===== src/rtl/uart_frame_accumulator.sv =====
// Collects UART bytes into a frame up to a mode-selected terminator, then presents
// the payload until the consumer takes it. Overflow, idle timeout and a bad trailer abort the frame.
module uart_frame_accumulator #(
  parameter int unsigned MAX_BYTES = 128,
  parameter int unsigned TIMEOUT   = 2000,
  parameter int unsigned SZ_W      = 8
) (
  input  logic                   clk,
  input  logic                   reset_n,
  input  logic                   soft_reset,
  input  logic                   mode,
  input  logic [7:0]             in_data,
  input  logic                   in_valid,
  output logic                   in_ready,
  output logic [MAX_BYTES*8-1:0] frame_data,
  output logic [SZ_W-1:0]        frame_size,
  output logic                   frame_valid,
  input  logic                   frame_ready,
  output logic                   error,
  output logic [1:0]             error_code
);

  localparam int unsigned TMO_W   = $clog2(TIMEOUT + 1);
  localparam logic [7:0]  TERM_CR = 8'h0D;
  localparam logic [7:0]  TERM_HI = 8'hBE;
  localparam logic [7:0]  TERM_LO = 8'hEF;

  typedef enum logic [1:0] {IDLE, ACCUM, TRAIL, HOLD} state_e;
  typedef enum logic [1:0] {ERR_NONE, ERR_OVF, ERR_TMO, ERR_TRAIL} err_code_e;

  state_e                   state_q, state_d;
  err_code_e                code_q, code_d;
  logic                     mode_q, mode_d, mode_eff;
  logic [SZ_W-1:0]          cnt_q, cnt_d, cnt_eff;
  logic [TMO_W-1:0]         tmo_q, tmo_d;
  logic [MAX_BYTES*8-1:0]   data_d;
  logic [SZ_W-1:0]          size_d;
  logic                     valid_d, err_d, accept;

  assign in_ready   = (state_q != HOLD);
  assign accept     = in_valid && in_ready;
  assign error_code = code_q;

  always_ff @(posedge clk or negedge reset_n) begin
    if (!reset_n) begin
      state_q     <= IDLE;
      code_q      <= ERR_NONE;
      mode_q      <= 1'b0;
      cnt_q       <= '0;
      tmo_q       <= '0;
      frame_data  <= '0;
      frame_size  <= '0;
      frame_valid <= 1'b0;
      error       <= 1'b0;
    end else begin
      state_q     <= state_d;
      code_q      <= code_d;
      mode_q      <= mode_d;
      cnt_q       <= cnt_d;
      tmo_q       <= tmo_d;
      frame_data  <= data_d;
      frame_size  <= size_d;
      frame_valid <= valid_d;
      error       <= err_d;
    end
  end

  always_comb begin
    state_d  = state_q;
    code_d   = code_q;
    mode_d   = mode_q;
    cnt_d    = cnt_q;
    tmo_d    = tmo_q;
    data_d   = frame_data;
    size_d   = frame_size;
    valid_d  = frame_valid;
    err_d    = 1'b0;
    mode_eff = mode_q;
    cnt_eff  = cnt_q;

    if (soft_reset) begin
      state_d = IDLE;
      valid_d = 1'b0;
      size_d  = '0;
      cnt_d   = '0;
      tmo_d   = '0;
      code_d  = ERR_NONE;
    end else if (state_q == HOLD) begin
      tmo_d = '0;
      if (frame_valid && frame_ready) begin
        valid_d = 1'b0;
        state_d = IDLE;
      end
    end else if (accept) begin
      tmo_d = '0;
      // A frame-starting byte sees the freshly cleared context, then falls into ACCUM handling.
      if (state_q == IDLE) begin
        mode_d   = mode;
        mode_eff = mode;
        cnt_d    = '0;
        cnt_eff  = '0;
        data_d   = '0;
        code_d   = ERR_NONE;
      end
      if (state_q == TRAIL) begin
        if (in_data != TERM_LO) begin
          err_d   = 1'b1;
          code_d  = ERR_TRAIL;
          state_d = IDLE;
        end else if (cnt_eff == '0) begin
          state_d = IDLE;
        end else begin
          state_d = HOLD;
          valid_d = 1'b1;
          size_d  = cnt_eff;
        end
      end else if (in_data == (mode_eff ? TERM_CR : TERM_HI)) begin
        if (!mode_eff) begin
          state_d = TRAIL;
        end else if (cnt_eff == '0) begin
          state_d = IDLE;
        end else begin
          state_d = HOLD;
          valid_d = 1'b1;
          size_d  = cnt_eff;
        end
      end else if (cnt_eff == SZ_W'(MAX_BYTES)) begin
        err_d   = 1'b1;
        code_d  = ERR_OVF;
        state_d = IDLE;
      end else begin
        for (int unsigned k = 0; k < MAX_BYTES; k++) begin
          if (SZ_W'(k) == cnt_eff) data_d[8*k +: 8] = in_data;
        end
        cnt_d   = cnt_eff + SZ_W'(1);
        state_d = ACCUM;
      end
    end else if (state_q != IDLE) begin
      // Abort on the cycle whose increment would reach TIMEOUT; an accepted byte above takes precedence.
      if (tmo_q == TMO_W'(TIMEOUT - 1)) begin
        tmo_d   = '0;
        err_d   = 1'b1;
        code_d  = ERR_TMO;
        state_d = IDLE;
      end else begin
        tmo_d = tmo_q + TMO_W'(1);
      end
    end else begin
      tmo_d = '0;
    end
  end

endmodule

===== config.mk =====
export PLATFORM = sky130hd
export DESIGN_NAME = uart_frame_accumulator
export DESIGN_NICKNAME = d
export VERILOG_FILES = /design/src/rtl/uart_frame_accumulator.sv
export SDC_FILE = /design/constraint.sdc
export NUM_CORES = 2
export LEC_CHECK = 0
export CORE_AREA = 2 2 415 417
export DETAILED_ROUTE_END_ITERATION = 10
export DIE_AREA = 0 0 417 419
export HOLD_SLACK_MARGIN = 0.15
export SYNTH_ARGS = -nofsm -noshare
export SYNTH_HDL_FRONTEND = slang
export SYNTH_SLANG_ARGS = --single-unit

===== constraint.sdc =====
create_clock -name clk -period 6.8 [get_ports clk]
set_input_delay 1.7 -clock clk [delete_from_list [all_inputs] [get_ports clk]]
set_output_delay 1.7 -clock clk [all_outputs]
set_load 0.03 [all_outputs]

==> results.toml <==
[pwr]
peakVddDrop_uv = 218.5
leakagePower_nw = 24.65
power.density_mw_per_mm2 = 231.8

[sta]
finalHoldViolations = 0
max_clock_freq_ghz = 0.1847
timing.final.max_slew_violations = 0
fin_crit_sh = 0.7960
clock_skew_ps = 48.29
slew_headroom = 0.06381
final.min_clock_period_ps = 5413
setup-tns-final_ps = 0
tightest_slew_ps = 1399
layout_setup_ws_ps = 1387
finalSetupViolations = 0
grt_setup_unrepaired = "false"

[route]
route.detailed.drc = 0
drt_iter0_drc = 3641
drt_wl_total_um = 220800
vias = 36360
drt-pass1-iter-count = 7
drtAntennaViolNets = 0
routed_via_density = 5.146
wire_per_inst_um = 31.25

[floorplanning]
coreArea_mm2 = 0.1706
rows = 152
die_h_um = 419
die_w_um = 417
io_pins = 1051
dieArea_mm2 = 0.1747
initial_utilization = 0.2442

[clock_tree]
insertion_delay_ps = 780
cts_root_buf = "clkbuf_16"
cts_hold_buf = 0
clkSinkCount = 1058
cts_tree = "done"
htree_levels = 3
post_cts_buffers = 0
clk_pin_slew_ps = 60
cts_made_buffers = 117
cts.path.max_buffers = 3
cts_resized = 0

[global_route]
grt_pass1_vias = 35790
grt_antenna_before_repair = 11
gr-total-overflow = 0
grt_pass1_wl_um = 300600
grtUsageTotal = 0.2449
grt_max_degree = 159

[cells_and_area]
layout.nets = 4750
layout-drive-gt1-share = 0.09202
area_growth_pct = 41.92
nFillCells = 16870

[critical_path]
rr_worst_depth = 8
startpoint = "state_q[1]$_DFFE_PN0P_"
required_ps = 7500
path_max_fanout = 34
reg2reg_from = "state_q[1]$_DFFE_PN0P_"
crit_path_end_kind = "register"
worst_ep_arrival_time_ps = 6110
criticalPathCategory = "reg2reg"
cp-start-kind = "register"
crit_end = "frame_data[196]$_DFFE_PN0P_"
r2r_slack_ps = 1390
rr_endpoint = "frame_data[196]$_DFFE_PN0P_"

[min_path]
min_path_type = "reg2reg"

[logic_synthesis]
synth_seq_cells = 1058
syn-num-nets = 3750
yosysTopAreaCellShare = 0.6355
syn_area_mm2 = 0.04166
ys_types = 72
yosysSeqAreaShare = 0.6355
synth_top_cell_by_area = "dfrtp_1"
synthMostInstantiatedCell = "dfrtp_1"
synth_area_leaders = "dfrtp_1, a22o_1, nand2_1"
synth-edff-count = 0
synth.avg_cell_area_um2 = 11.17
async_reset_ff_frac = 1.000
ys_top_cells_by_count = "dfrtp_1, nand2_1, o21ai_0, a22o_1, o2bb2ai_1"
ys.flop_type = "dfrtp_1"
synthCells = 3731
yosysWarnings = 0

[placed_design]
portBuffers = 1050
dp_slack_ps = 1081
gp_congestion = 0.9092
dpl.hpwl_um = 159900

[outcome]
status = "completed"

[job]
maxCapViolCount = 0
-- sequential cells by signal, summed over array words and instances, names as in the netlist --
name / cells
state_q: 2
error_code: 2
frame_data: 1024
frame_size: 8
cnt_q: 8
error: 1
tmo_q: 11
mode_q: 1
frame_valid: 1
-- cell type report --
cell class	instances	area, um^2	share of cell area
inverters	26	97.59	0.001651
clock inverters	44	655.6	0.01109
multi-input cells	2340	14060	0.2377
diodes	8	20.02	0.0003386
flip-flops and latches	1058	26480	0.4478
clock buffers	169	3396	0.05744
well taps	2233	2794	0.04726
repair buffers	1188	11630	0.1967
-- kinds of logic (layout without fill, tap and decap cells) --
family                     after synthesis  count (layout)  share of synthesized area
adders and majority gates                5               5                   0.001502
AOI/OAI and AO/OA                     1206            1206                     0.2074
muxes                                    8               8                   0.001922
xor gates and xnor gates                 9               9                   0.001892
DFF                                   1058            1058                     0.6355
and+or+nand+nor                       1112            1112                     0.1185
other                                    0               8                          0
buffers and inverters                  333            1427                    0.03322
-- cells in the final DEF (no fill, tap or decap), types with 9 or more instances in the layout --
master / instances
clkdlybuf4s50_1: 1041
clkbuf_16: 119
nor2b_1: 10
a32o_1: 21
nor3_2: 14
nor3_1: 24
o21ai_2: 15
dfrtp_1: 1058
nor2_1: 95
buf_4: 137
nand4_1: 14
nand2_1: 650
and2_1: 11
a31oi_1: 20
clkbuf_1: 27
nor4_1: 17
and3_1: 23
nand3_1: 181
nor4_2: 14
o21ai_0: 433
nor2_2: 9
inv_1: 25
a21oi_2: 28
clkbuf_8: 23
a22o_1: 329
bufinv_16: 13
o22ai_1: 12
clkinv_2: 14
o211ai_1: 14
o2bb2ai_1: 218
a21oi_1: 64
-- per-stage QoR --
| step | cell area (um^2) | util | hold slack, ps | instances | total power [W] |
|---|---|---|---|---|---|
| floorplan | 41660 | - | 450.3 | 3731 | 0.006669 |
| global placement | 55050 | 0.3227 | 461.8 | 6845 | 0.007054 |
| detailed placement | 55050 | 0.3227 | 472.1 | 6845 | 0.007061 |
| CTS | 59100 | 0.3465 | 485.7 | 7058 | 0.01386 |
| global route | 59110 | 0.3465 | 500.6 | 7062 | 0.01412 |
| finish | 59120 | 0.3466 | 482.2 | 7066 | 0.01370 |
-- critical path, stage by stage (launching register included) --
cell and delay (ps):
dfrtp_1 780, or2_2 720, nand2_1 260, ha_1 440, nand2_4 220, or4_1 730, nand2_2 610, nor2_1 1240
a22o_1 310
-- power by group --
group          switching (W)  leakage (nW)  internal [W]
sequential         0.0000110          14.8       0.00631
clock                0.00280          1.98       0.00396
combinational       0.000525          7.90     0.0000917
-- how the worst min path moves through the flow --
stage / startpoint / to / slack [ps] / cells after the start
after global routing: frame_data[496]$_DFFE_PN0P_ / frame_data[496]$_DFFE_PN0P_ / 500 / 1
after floorplan: mode_q$_DFFE_PN0P_ / mode_q$_DFFE_PN0P_ / 450 / 2
final: frame_data[368]$_DFFE_PN0P_ / frame_data[368]$_DFFE_PN0P_ / 480 / 2
after CTS: frame_data[373]$_DFFE_PN0P_ / frame_data[373]$_DFFE_PN0P_ / 490 / 2
after global placement: frame_data[313]$_DFFE_PN0P_ / frame_data[313]$_DFFE_PN0P_ / 460 / 2
after detailed placement: frame_data[373]$_DFFE_PN0P_ / frame_data[373]$_DFFE_PN0P_ / 470 / 2
-- per-layer routing --
metal,global-route usage,vias to the layer above,share of wire,wire [um]
met5,0,-,0,0
met4,0.1637,0,0.075,16460
met3,0.05657,513,0.069,15280
met2,0.3962,1790,0.47,103900
met1,0.2907,18620,0.39,85160
li1,-,15440,-,-
Note: power is estimated with default switching activity, not from simulation.
